## config.mk

```make
export PLATFORM = sky130hd
export DESIGN_NAME = instr_fetch_unit
export DESIGN_NICKNAME = d
export VERILOG_FILES = /design/src/rtl/instr_fetch_unit.sv
export SDC_FILE = /design/constraint.sdc
export NUM_CORES = 1
export LEC_CHECK = 0
export CORE_ASPECT_RATIO = 0.9
export CORE_MARGIN = 2
export CORE_UTILIZATION = 54
export CTS_CLUSTER_DIAMETER = 50
export DETAILED_ROUTE_END_ITERATION = 16
export PLACE_DENSITY_LB_ADDON = 0.05
export SLEW_MARGIN = 0
export SYNTH_ARGS = -nofsm -noshare
export SYNTH_HDL_FRONTEND = slang
export SYNTH_SLANG_ARGS = --single-unit
export TNS_END_PERCENT = 100
```

## constraint.sdc

```tcl
create_clock -name clk -period 3.8 [get_ports clk]
set_input_delay 0.76 -clock clk [delete_from_list [all_inputs] [get_ports clk]]
set_output_delay 0.76 -clock clk [all_outputs]
set_load 0.02 [all_outputs]
```

## src/rtl/instr_fetch_unit.sv

```systemverilog
`default_nettype none
// ============================================================================
// Module      : instr_fetch_unit
// Description : PC generator and fetch queue sitting between a combinational
//               instruction memory and the decode stage. Words are captured
//               in the cycle their address is presented and handed to decode
//               as {pc, inst} pairs over a valid/ready handshake. Redirects
//               from execute flush the queue and restart fetch at the target.
// Revision    : 1.0 - initial release
// ============================================================================
module instr_fetch_unit #(
    parameter logic [31:0] RESET_PC  = 32'h0000_0000,
    parameter int          MEM_BYTES = 1024,
    parameter int          DEPTH     = 4
) (
    input  logic        clk,
    input  logic        reset_n,
    input  logic        fetch_en,
    output logic [31:0] imem_pc,
    input  logic [31:0] imem_inst,
    output logic        if_valid,
    output logic [31:0] if_inst,
    output logic [31:0] if_pc,
    input  logic        id_ready,
    input  logic        redirect_valid,
    input  logic [31:0] redirect_pc,
    output logic        halted,
    output logic [31:0] fetch_count
);

    localparam int                 c_PTR_W     = (DEPTH > 1) ? $clog2(DEPTH) : 1;
    localparam logic [31:0]        c_MEM_LIMIT = 32'(MEM_BYTES);
    localparam logic [c_PTR_W:0]   c_DEPTH     = (c_PTR_W + 1)'(DEPTH);
    localparam logic [c_PTR_W:0]   c_CNT_ONE   = (c_PTR_W + 1)'(1);
    localparam logic [c_PTR_W-1:0] c_PTR_ONE   = c_PTR_W'(1);

    typedef enum logic [1:0] {
        S_IDLE = 2'd0,
        S_RUN  = 2'd1,
        S_HALT = 2'd2
    } state_t;

    state_t               r_state;
    logic                 r_halted;
    logic [31:0]          r_pc;
    logic [31:0]          r_fetch_count;
    logic [c_PTR_W-1:0]   r_wr_ptr;
    logic [c_PTR_W-1:0]   r_rd_ptr;
    logic [c_PTR_W:0]     r_count;
    logic [31:0]          r_q_pc   [DEPTH];
    logic [31:0]          r_q_inst [DEPTH];

    logic                 w_valid;
    logic                 w_deq;
    logic                 w_enq;
    logic                 w_pc_in_range;
    logic [31:0]          w_pc_next;
    logic                 w_unused_low_bits;

    // Redirect targets are forced word aligned, so the low bits never matter.
    assign w_unused_low_bits = ^redirect_pc[1:0];

    // A pending redirect hides the head so decode never consumes a flushed word.
    assign w_valid       = (r_count != '0) && !redirect_valid;
    assign w_deq         = w_valid && id_ready;
    assign w_pc_in_range = (r_pc < c_MEM_LIMIT);
    // A full queue still accepts a word when the head leaves in the same cycle.
    assign w_enq         = (r_state == S_RUN) && fetch_en && w_pc_in_range &&
                           !redirect_valid && ((r_count < c_DEPTH) || w_deq);
    assign w_pc_next     = w_enq ? (r_pc + 32'd4) : r_pc;

    // Sequencer: PC, queue pointers/occupancy, fetch counter and fetch FSM.
    always_ff @(posedge clk or negedge reset_n) begin
        if (!reset_n) begin
            r_state       <= S_IDLE;
            r_halted      <= 1'b0;
            r_pc          <= RESET_PC;
            r_fetch_count <= '0;
            r_wr_ptr      <= '0;
            r_rd_ptr      <= '0;
            r_count       <= '0;
        end else if (redirect_valid) begin
            // Out-of-range targets still enter RUN; HALT follows one cycle later.
            r_state  <= fetch_en ? S_RUN : S_IDLE;
            r_halted <= 1'b0;
            r_pc     <= {redirect_pc[31:2], 2'b00};
            r_wr_ptr <= '0;
            r_rd_ptr <= '0;
            r_count  <= '0;
        end else begin
            r_pc <= w_pc_next;
            if (w_enq) begin
                r_wr_ptr <= r_wr_ptr + c_PTR_ONE;
                if (r_fetch_count != '1) begin
                    r_fetch_count <= r_fetch_count + 32'd1;
                end
            end
            if (w_deq) begin
                r_rd_ptr <= r_rd_ptr + c_PTR_ONE;
            end
            if (w_enq && !w_deq) begin
                r_count <= r_count + c_CNT_ONE;
            end else if (!w_enq && w_deq) begin
                r_count <= r_count - c_CNT_ONE;
            end
            case (r_state)
                S_IDLE: begin
                    if (fetch_en) begin
                        r_state <= S_RUN;
                    end
                end
                S_RUN: begin
                    if (!fetch_en) begin
                        r_state <= S_IDLE;
                    end else if (w_pc_next >= c_MEM_LIMIT) begin
                        r_state  <= S_HALT;
                        r_halted <= 1'b1;
                    end
                end
                S_HALT: begin
                    r_state <= S_HALT;
                end
                default: begin
                    r_state  <= S_IDLE;
                    r_halted <= 1'b0;
                end
            endcase
        end
    end

    // Queue storage; contents are only meaningful below the occupancy count.
    always_ff @(posedge clk) begin
        if (w_enq) begin
            r_q_pc[r_wr_ptr]   <= r_pc;
            r_q_inst[r_wr_ptr] <= imem_inst;
        end
    end

    assign imem_pc     = r_pc;
    assign if_valid    = w_valid;
    assign if_pc       = r_q_pc[r_rd_ptr];
    assign if_inst     = r_q_inst[r_rd_ptr];
    assign halted      = r_halted;
    assign fetch_count = r_fetch_count;

endmodule
`default_nettype wire

```

Word level (Yosys, flattened, before mapping)

Memory sizes are Yosys's and may differ from the RTL's.
Cells that the tools add are included.

Register bits: 74
Bits in latches: 0
Bits in writable memories: 256
Memory bits (read-only): 0
Input port bits: 69
Output and inout port bits: 130
Logic and storage cells: 69
Memories kept: 2

Add/sub/neg operators: 6
$mul: 0
Div/mod/pow operators: 0
Magnitude comparators: 3
Equality and inequality tests: 8
Shift-type cells: 0
Multiplexer cells: 21
Bitwise operators: 1
Reduce and logical (&&, ||, !) cells: 21

Memories:

| memory   | words | bits a word | read ports | clocked after memory_dff | wr ports | RTL line | source |
|---|---|---|---|---|---|---|---|
| r_q_inst | 4     | 32          | 1          | 0                        | 1        | 51       | `logic [31:0] r_q_inst [DEPTH];` |
| r_q_pc   | 4     | 32          | 1          | 0                        | 1        | 50       | `logic [31:0] r_q_pc [DEPTH];` |

Operators with widths:

| cell                                                          | number |
|---|---|
| 2-to-1 mux 32 bit                                             | 2 |
| adder 32 x 1 -> 32 bit (second input constant)                | 1 |
| adder 32 x 3 -> 32 bit (second input constant)                | 1 |
| >= comparator 32 x 11 -> 1 bit (second input constant)        | 1 |
| less-than comparator 32 x 11 -> 1 bit (second input constant) | 1 |
| != test 32 bit (second input constant)                        | 1 |
| 2-to-1 mux 2 bit                                              | 8 |
| 2-to-1 mux 3 bit                                              | 3 |
| logical AND 1 bit                                             | 8 |
| 2-to-1 mux 1 bit                                              | 6 |
| != test 3 bit (second input constant)                         | 2 |
| one-hot mux 2 bit (3 select lines)                            | 1 |
| AND reduction 3 bit                                           | 2 |
| nonzero test 3 bit                                            | 2 |
| adder 2 x 1 -> 2 bit (second input constant)                  | 2 |
| != test 4 x 3 -> 1 bit (second input constant)                | 1 |
| nonzero test 2 bit                                            | 2 |
| adder 3 x 1 -> 3 bit (second input constant)                  | 1 |
| zero test 1 bit                                               | 3 |
| less-than comparator 3 bit (second input constant)            | 1 |
| != test 3 x 2 -> 1 bit (second input constant)                | 1 |
| subtractor 3 x 1 -> 3 bit (second input constant)             | 1 |
| == test 2 x 1 -> 1 bit (second input constant)                | 1 |
| == test 2 bit (second input constant)                         | 1 |
| other kinds (7)                                               | 7 |

Longest topological paths before layout

Gate-level depths: netlist (run 1).

Depth after elaboration: 11
Depth in mapped cells: 10
Depth with buffers taken out: 9

Worst setup path after synthesis (run 1)

OpenSTA, ideal clock, no wires.

Path kind: input -> register
Start point: input redirect_valid
End point: memory r_q_inst[2][0], enable pin
Library setup time: 426 ps
Arrival time: 3265 ps
Required time: 3374 ps
Slack: 108 ps
Cell stages on the path: 5
Path buffers: 1
Cell sequence: buf_6 nor4b_4 nand4_4 nor3_4 and2_1

Longest elaborated chain between the ends: 7
Elaborated cells on any way between the ends: 8
Classes of those cells: 2 x mux; 6 x reduce/logical

Ends and longest elaborated chain:

| element                                  | RTL line | source |
|---|---|---|
| start: declaration                       | 25       | `input logic redirect_valid,` |
| zero test 1 bit *                        | 64, 69   |  |
| logical AND 1 bit                        | 64       | `assign w_valid = (r_count != '0) && !redirect_valid;` |
| logical AND 1 bit                        | 65       | `assign w_deq = w_valid && id_ready;` |
| logical OR 1 bit                         | 69       | `!redirect_valid && ((r_count < c_DEPTH) \|\| w_deq);` |
| logical AND 1 bit *                      | 69       |  |
| 2-to-1 mux 1 bit *                       | 133      | `if (w_enq) begin` |
| 2-to-1 mux 1 bit (implied by the code) * | 135      | `r_q_inst[r_wr_ptr] <= imem_inst;` |
| end: declaration                         | 51       |  |

Mark *: on every way between the ends. The rest lies on a longest branch, timed or not.

Worst setup path after layout (run 1)

Start point: register r_rd_ptr[0]
End point: output if_inst[22]

Longest elaborated chain between the ends: 1

Ends and longest elaborated chain:

| element                  | RTL line | source |
|---|---|---|
| start: declaration       | 48       | `logic [c_PTR_W-1:0] r_rd_ptr;` |
| start signal: assignment | 99       | `r_rd_ptr <= r_rd_ptr + c_PTR_ONE;` |
| memory (4 x 32 bit)      | -        |  |
| end: declaration         | 22       | `output logic [31:0] if_inst,` |

Every way passes these cells.

==> flow_metrics.tcl, run 1 <==
set metrics [dict create \
    wl_met3_mm 1.40 \
    top_layer "met4" \
    fin_setup_tns_ns 0 \
    num_rows 53 \
    rsz0062_at_grt "no" \
    firstDrtPassIters 6 \
    ir_worst_vdd_mv 0.434 \
    die_area_um2 24800 \
    setup_viol 0 \
    start_util_pct 54.7 \
    avgSynthCellArea_um2 18.8 \
    wl_per_cell_um 20.9 \
    clk_latency_ns 0.50 \
    antenna_cells 0 \
    fin_crit_ns 3.43 \
    fin_ws_ns 0.374 \
    max-slew-margin-rel_pct 36.6 \
    cts-root-buf "clkbuf_16" \
    syn_area_um2 12700 \
    grt_max_degree 73 \
    dpl.hpwl_mm 15.9 \
    p_leak_nw 5.46 \
    yosysWarningCount 0 \
    synthFlopType "edfxtp_1" \
    grt-ovfl-total 0 \
    fillers 1549 \
    final_hold_viol_count 0 \
    dr_wl_met2_mm 12.7 \
    synth-edff-count 248 \
    status "finished, final reports clean" \
    clk_path_buf_depth 3 \
    cts_hold_buffers 0 \
    via_count 6920 \
    drive_above_1_share_pct 18.7 \
    multiInputGateArea_um2 3270 \
    period_share_pct 90.2 \
    cp.required_ns 3.04 \
    htreeDepth 2 \
    die_h_um 149 \
    syn2layout_area_growth_pct 27.5 \
    cts_setup_buffers 0 \
    grt_pass1_vias 7252 \
    dp.cells 1153 \
    crit_type "flip-flop to output pin" \
    ant_nets 0 \
    cp_max_fo 24 \
    drtIter0Drc 455 \
    worstSetupStartpointType "flip-flop" \
    synth_seq_cells 320 \
    ys_types 58 \
    synth_top_cell_by_area "edfxtp_1" \
    cts_buffers 35 \
    fin_cells 1215 \
    async_flop_share_pct 22.5 \
    grt_pass1_wl_mm 40.1 \
    synth-seq-area-share_pct 72.8 \
    synthCells 675 \
    hp-class "input pin to asynchronous set/reset pin" \
    wirelength_mm 25.4 \
    io_buffers 192 \
    max_freq_ghz 0.292 \
    crit_path_end_kind "output pin" \
    core_area_um2 23200 \
    finClkSkew_ns 0.00999 \
    cts_sinks 320 \
    cts-resized-gates 0 \
    dp_slack_ns 0.356 \
    antenna_found_initial 0 \
    seq_area_um2 9260 \
    gp_congestion 0.793 \
    drt-vias-per-instance 5.70 \
    layout.nets 964 \
    synth_top_area_share_pct 58.7 \
    cts_tree "yes" \
    worst_slew_pin_slew_ns 0.951 \
    maxCapViolCount 0 \
    drc 0 \
    slew_violations 0 \
    arrival_ns 2.67 \
    grt.total_usage_pct 20.7 \
    m1WireLength_mm 11.0 \
    die_w_um 166 \
    powerDensity_nw_per_um2 519 \
    yosys-top-cells-area "edfxtp_1 (59%), dfrtp_1 (14%), mux4_2 (11%), xnor2_1 (2.5%), mux2_2 (1.9%)" \
    boundaryPins 199 \
    clk_pin_slew_ns 0.06 \
]
## synth_stat cells, types with 7 or more instances
| library cell | count |
|---|---|
| edfxtp_1 | 248 |
| dfrtp_1 | 72 |
| mux4_2 | 62 |
| xnor2_1 | 36 |
| nand2_1 | 24 |
| nand3_1 | 22 |
| mux2_2 | 21 |
| nand4_1 | 20 |
| and3_1 | 16 |
| clkbuf_1 | 16 |
| nor2_1 | 14 |
| nor3_1 | 12 |
| buf_2 | 8 |
| inv_1 | 8 |
| and4_1 | 7 |
| nor4_1 | 7 |
## flip-flops by register name (all words and copies together) (netlist names)
signal and flops:
imem_pc 30, r_wr_ptr 2, halted 1, r_rd_ptr 2, fetch_count 32, r_q_pc 120
r_count 3, r_state 2, r_q_inst 128
## report_power, final
group	switching (mW)	internal [mW]
logic	0.529	0.657
clock network	1.30	1.95
registers	0.140	3.84
## routing by layer
layer / track usage (%) / up-vias
met5: 0 / -
met4: 4.96 / 0
met2: 34.3 / 200
li1: - / 3115
met3: 4.52 / 32
met1: 28.8 / 3573
## layout make-up
cell class	instances	share of cell area [%]
tap	302	2.33
clock buffer	43	5.98
inverter	8	0.185
timing repair buffer	207	13.2
multi-input combinational	316	20.2
sequential	320	57.2
clock inverter	19	0.927
## worst paths after layout
kind	start	end	slack, ns	cells after the start
min in group clk	fetch_count[31]$_DFFE_PN0P_	fetch_count[31]$_DFFE_PN0P_	0.50	1
worst min register to register	fetch_count[31]$_DFFE_PN0P_	fetch_count[31]$_DFFE_PN0P_	0.50	1
worst min-delay path	reset_n	r_wr_ptr[1]$_DFFE_PN0P_	0.41	1
worst max-delay path	r_rd_ptr[0]$_DFFE_PN0P_	if_inst[22]	0.37	3
max in group asynchronous	reset_n	r_rd_ptr[1]$_DFFE_PN0P_	2.70	1
worst max register to register	imem_pc[30]$_DFF_PN0_	r_count[1]$_DFFE_PN0P_	0.84	8
## placed cells by master, fill, tap and decap left out, types with 6 or more instances in the layout
| cell type | count |
|---|---|
| and3_1 | 16 |
| and4_1 | 7 |
| buf_12 | 9 |
| buf_4 | 7 |
| clkbuf_16 | 37 |
| clkdlybuf4s50_1 | 190 |
| clkinv_2 | 8 |
| dfrtp_1 | 70 |
| edfxtp_1 | 248 |
| ha_1 | 6 |
| inv_1 | 8 |
| mux2_2 | 21 |
| mux4_2 | 62 |
| nand2_1 | 24 |
| nand3_1 | 22 |
| nand4_1 | 20 |
| nor2_1 | 14 |
| nor3_1 | 12 |
| nor4_1 | 7 |
| xnor2_1 | 36 |
## worst max-delay path, cell delays in order (launching register included)
cell	delay, ns
dfrtp_4	0.74
buf_12	0.29
mux4_2	0.54
clkdlybuf4s50_1	0.57
## stage by stage
| step | util (%) | hold slack [ns] | total power [mW] | instance area, um^2 |
|---|---|---|---|---|
| 5_1_grt | 69.8 | 0.478 | 8.73 | 16200 |
| 3_5_place_dp | 64.9 | 0.487 | 5.26 | 15100 |
| 3_3_place_gp | 64.9 | 0.483 | 5.23 | 15100 |
| 6_report | 69.8 | 0.413 | 8.41 | 16200 |
| 4_1_cts | 69.8 | 0.442 | 8.51 | 16200 |
| 2_1_floorplan | - | 0.464 | 4.71 | 12700 |
## cells by family after synthesis
group	Yosys count	synth area share (%)
buffers and inverters	42	1.56
DFF	320	72.8
AOI/OAI and AO/OA	28	1.58
and+or+nand+nor	148	7.13
muxes	88	13.3
xor gates and xnor gates	41	2.83
adders and majority gates	7	0.749
other	1	0.0295
(Power assumes the default switching activity.)
==> run 2: changes to the inputs <==
CTS_CLUSTER_SIZE = 40   (was unset)
==> run 2 against run 1 <==
Fmax is 2.4% lower; wire length is 1.1% lower; worst setup slack worse by 0.083 ns; flip-flop and latch count stayed put; final cell count is 0.49% lower; non-clock buffer count stayed put; worst hold slack worse by 0.071 ns; critical path depth stayed put; register-to-register slack worse by 0.06 ns; sequential share of layout area is 0.057 points higher; critical path type unchanged.
==> flow_metrics.tcl, run 2 (synthesized netlist as in run 1, its figures left out) <==
set metrics [dict create \
    largest_register_ffs 128 \
    io_buffers 192 \
    cts_tree "yes" \
    max_freq_ghz 0.285 \
    gp_congestion 0.793 \
    syn2layout_area_growth_pct 27.4 \
    antenna_found_initial 0 \
    die_area_um2 24800 \
    grt-ovfl-total 0 \
    drt-vias-per-instance 5.65 \
    largest_register "r_q_inst" \
    wl_per_cell_um 20.8 \
    worstPathCellList "buf_12, mux4_2, clkdlybuf4s50_1" \
    final_cell_mix "edfxtp_1 (248), clkdlybuf4s50_1 (190), dfrtp_1 (70)" \
    maxCapViolCount 0 \
    p_clk_share_pct 38.1 \
    switching_power_mw 2.21 \
    boundaryPins 199 \
    p_int_mw 6.13 \
    clk_latency_ns 0.56 \
    grt_max_degree 73 \
    cp_slowest_cell "dfrtp_4" \
    status "finished, final reports clean" \
    dp.cells 1153 \
    final_hold_viol_count 0 \
    finClkSkew_ns 0.0179 \
    hp-class "input pin to asynchronous set/reset pin" \
    wirelength_mm 25.2 \
    clk_pin_slew_ns 0.08 \
    slew_violations 0 \
    worst_slew_pin_slew_ns 0.944 \
    core_area_um2 23200 \
    drive_above_1_share_pct 19.1 \
    via_count 6826 \
    cts_sinks 320 \
    cts-root-buf "clkbuf_16" \
    cp_max_fo 24 \
    swShare_pct 26.5 \
    fin_setup_tns_ns 0 \
    dpl.hpwl_mm 15.9 \
    period_share_pct 92.3 \
    seq_power_share_pct 47.7 \
    fin_cells 1209 \
    arrival_ns 2.75 \
    grt.total_usage_pct 20.6 \
    ant_nets 0 \
    p_comb_share_pct 14.2 \
    fin_crit_ns 3.51 \
    max-slew-margin-rel_pct 37.1 \
    worstSetupStartpointType "flip-flop" \
    layout.nets 959 \
    antenna_cells 0 \
    cp.required_ns 3.04 \
    ir_worst_vdd_mv 0.388 \
    die_w_um 166 \
    grt_pass1_wl_mm 40.1 \
    num_rows 53 \
    ff2ff_setup_slack_ns 0.78 \
    cts_buffers 30 \
    start_util_pct 54.7 \
    grt_pass1_vias 7239 \
    drc 0 \
    slowest_delay_ns 0.76 \
    htreeDepth 1 \
    crit_type "flip-flop to output pin" \
    firstDrtPassIters 5 \
    setup_viol 0 \
    cts_setup_buffers 0 \
    crit_path_end_kind "output pin" \
    rsz0062_at_grt "no" \
    clk_path_buf_depth 3 \
    drtIter0Drc 521 \
    cts_hold_buffers 0 \
    p_leak_nw 5.45 \
    cts-resized-gates 0 \
    powerDensity_nw_per_um2 515 \
    final_common_cell "edfxtp_1" \
    die_h_um 149 \
]
run 2: changes by cell type in the layout (fill, tap and decap cells not counted), sizes merged:
| cell | previous run | this run |
|---|---|---|
| clkinv | 14 | 11 |
| clkinvlp | 3 | 0 |
| clkbuf | 43 | 32 |
| inv | 8 | 21 |
| bufinv | 2 | 0 |
run 2: routing by layer:
| layer | GRT usage (%) | share of wire, % | up-vias | routed length (um) |
|---|---|---|---|---|
| li1 | - | - | 3120 | - |
| met1 | 28.4 | 44 | 3511 | 11000 |
| met2 | 34.8 | 50 | 166 | 12600 |
| met3 | 3.94 | 4.5 | 29 | 1140 |
| met4 | 4.61 | 1.7 | 0 | 430 |
| met5 | 0 | 0 | - | 0 |
run 2: per-stage QoR:
step	hold WS, ns	worst slack [ns]	utilization (%)	area, um^2	power, mW
global placement	0.483	0.563	64.9	15100	5.23
CTS	0.372	0.215	69.7	16200	8.43
global route	0.409	0.147	69.7	16200	8.65
detailed placement	0.487	0.356	64.9	15100	5.26
finish	0.342	0.291	69.7	16200	8.34
floorplan	0.464	0.108	-	12700	4.71
run 2: worst paths after layout:
kind,startpoint,endpoint,depth (start not counted)
setup / recovery,r_rd_ptr[0]$_DFFE_PN0P_,if_inst[11],3
hold / removal,reset_n,imem_pc[10]$_DFF_PN0_,1
setup reg to reg,imem_pc[30]$_DFF_PN0_,r_count[1]$_DFFE_PN0P_,8
hold reg to reg,fetch_count[31]$_DFFE_PN0P_,fetch_count[31]$_DFFE_PN0P_,1
max in group asynchronous,reset_n,r_rd_ptr[0]$_DFFE_PN0P_,1
min in group clk,fetch_count[31]$_DFFE_PN0P_,fetch_count[31]$_DFFE_PN0P_,1
run 2: worst max-delay path: cells and delay by family (launching register included):
family	cells	cell delay, ns
buffers and inverters	2	0.86
DFF	1	0.76
muxes	1	0.56
run 2: cell type report:
class | count | area (um^2)
clock inverters | 24 | 323
clock buffers | 32 | 779
well taps | 302 | 378
fillers | 1537 | 7030
multi-input cells | 316 | 3270
inverters | 8 | 30.0
flip-flops and latches | 320 | 9260
repair buffers | 207 | 2140
run 2: power by group through the flow:
stage	Sequential [mW]	Clock [mW]	Combinational [mW]
global route	4.00	3.39	1.26
global placement	4.05	0	1.18
CTS	3.98	3.25	1.21
detailed placement	4.06	0	1.20
floorplan	4.00	0	0.710
finish	3.97	3.18	1.19
==> run 3: changes to the inputs <==
CAP_MARGIN = 20   (was unset)
==> results of run 3 <==
No change in the layout: final DEF, timing and power equal those of run 2.
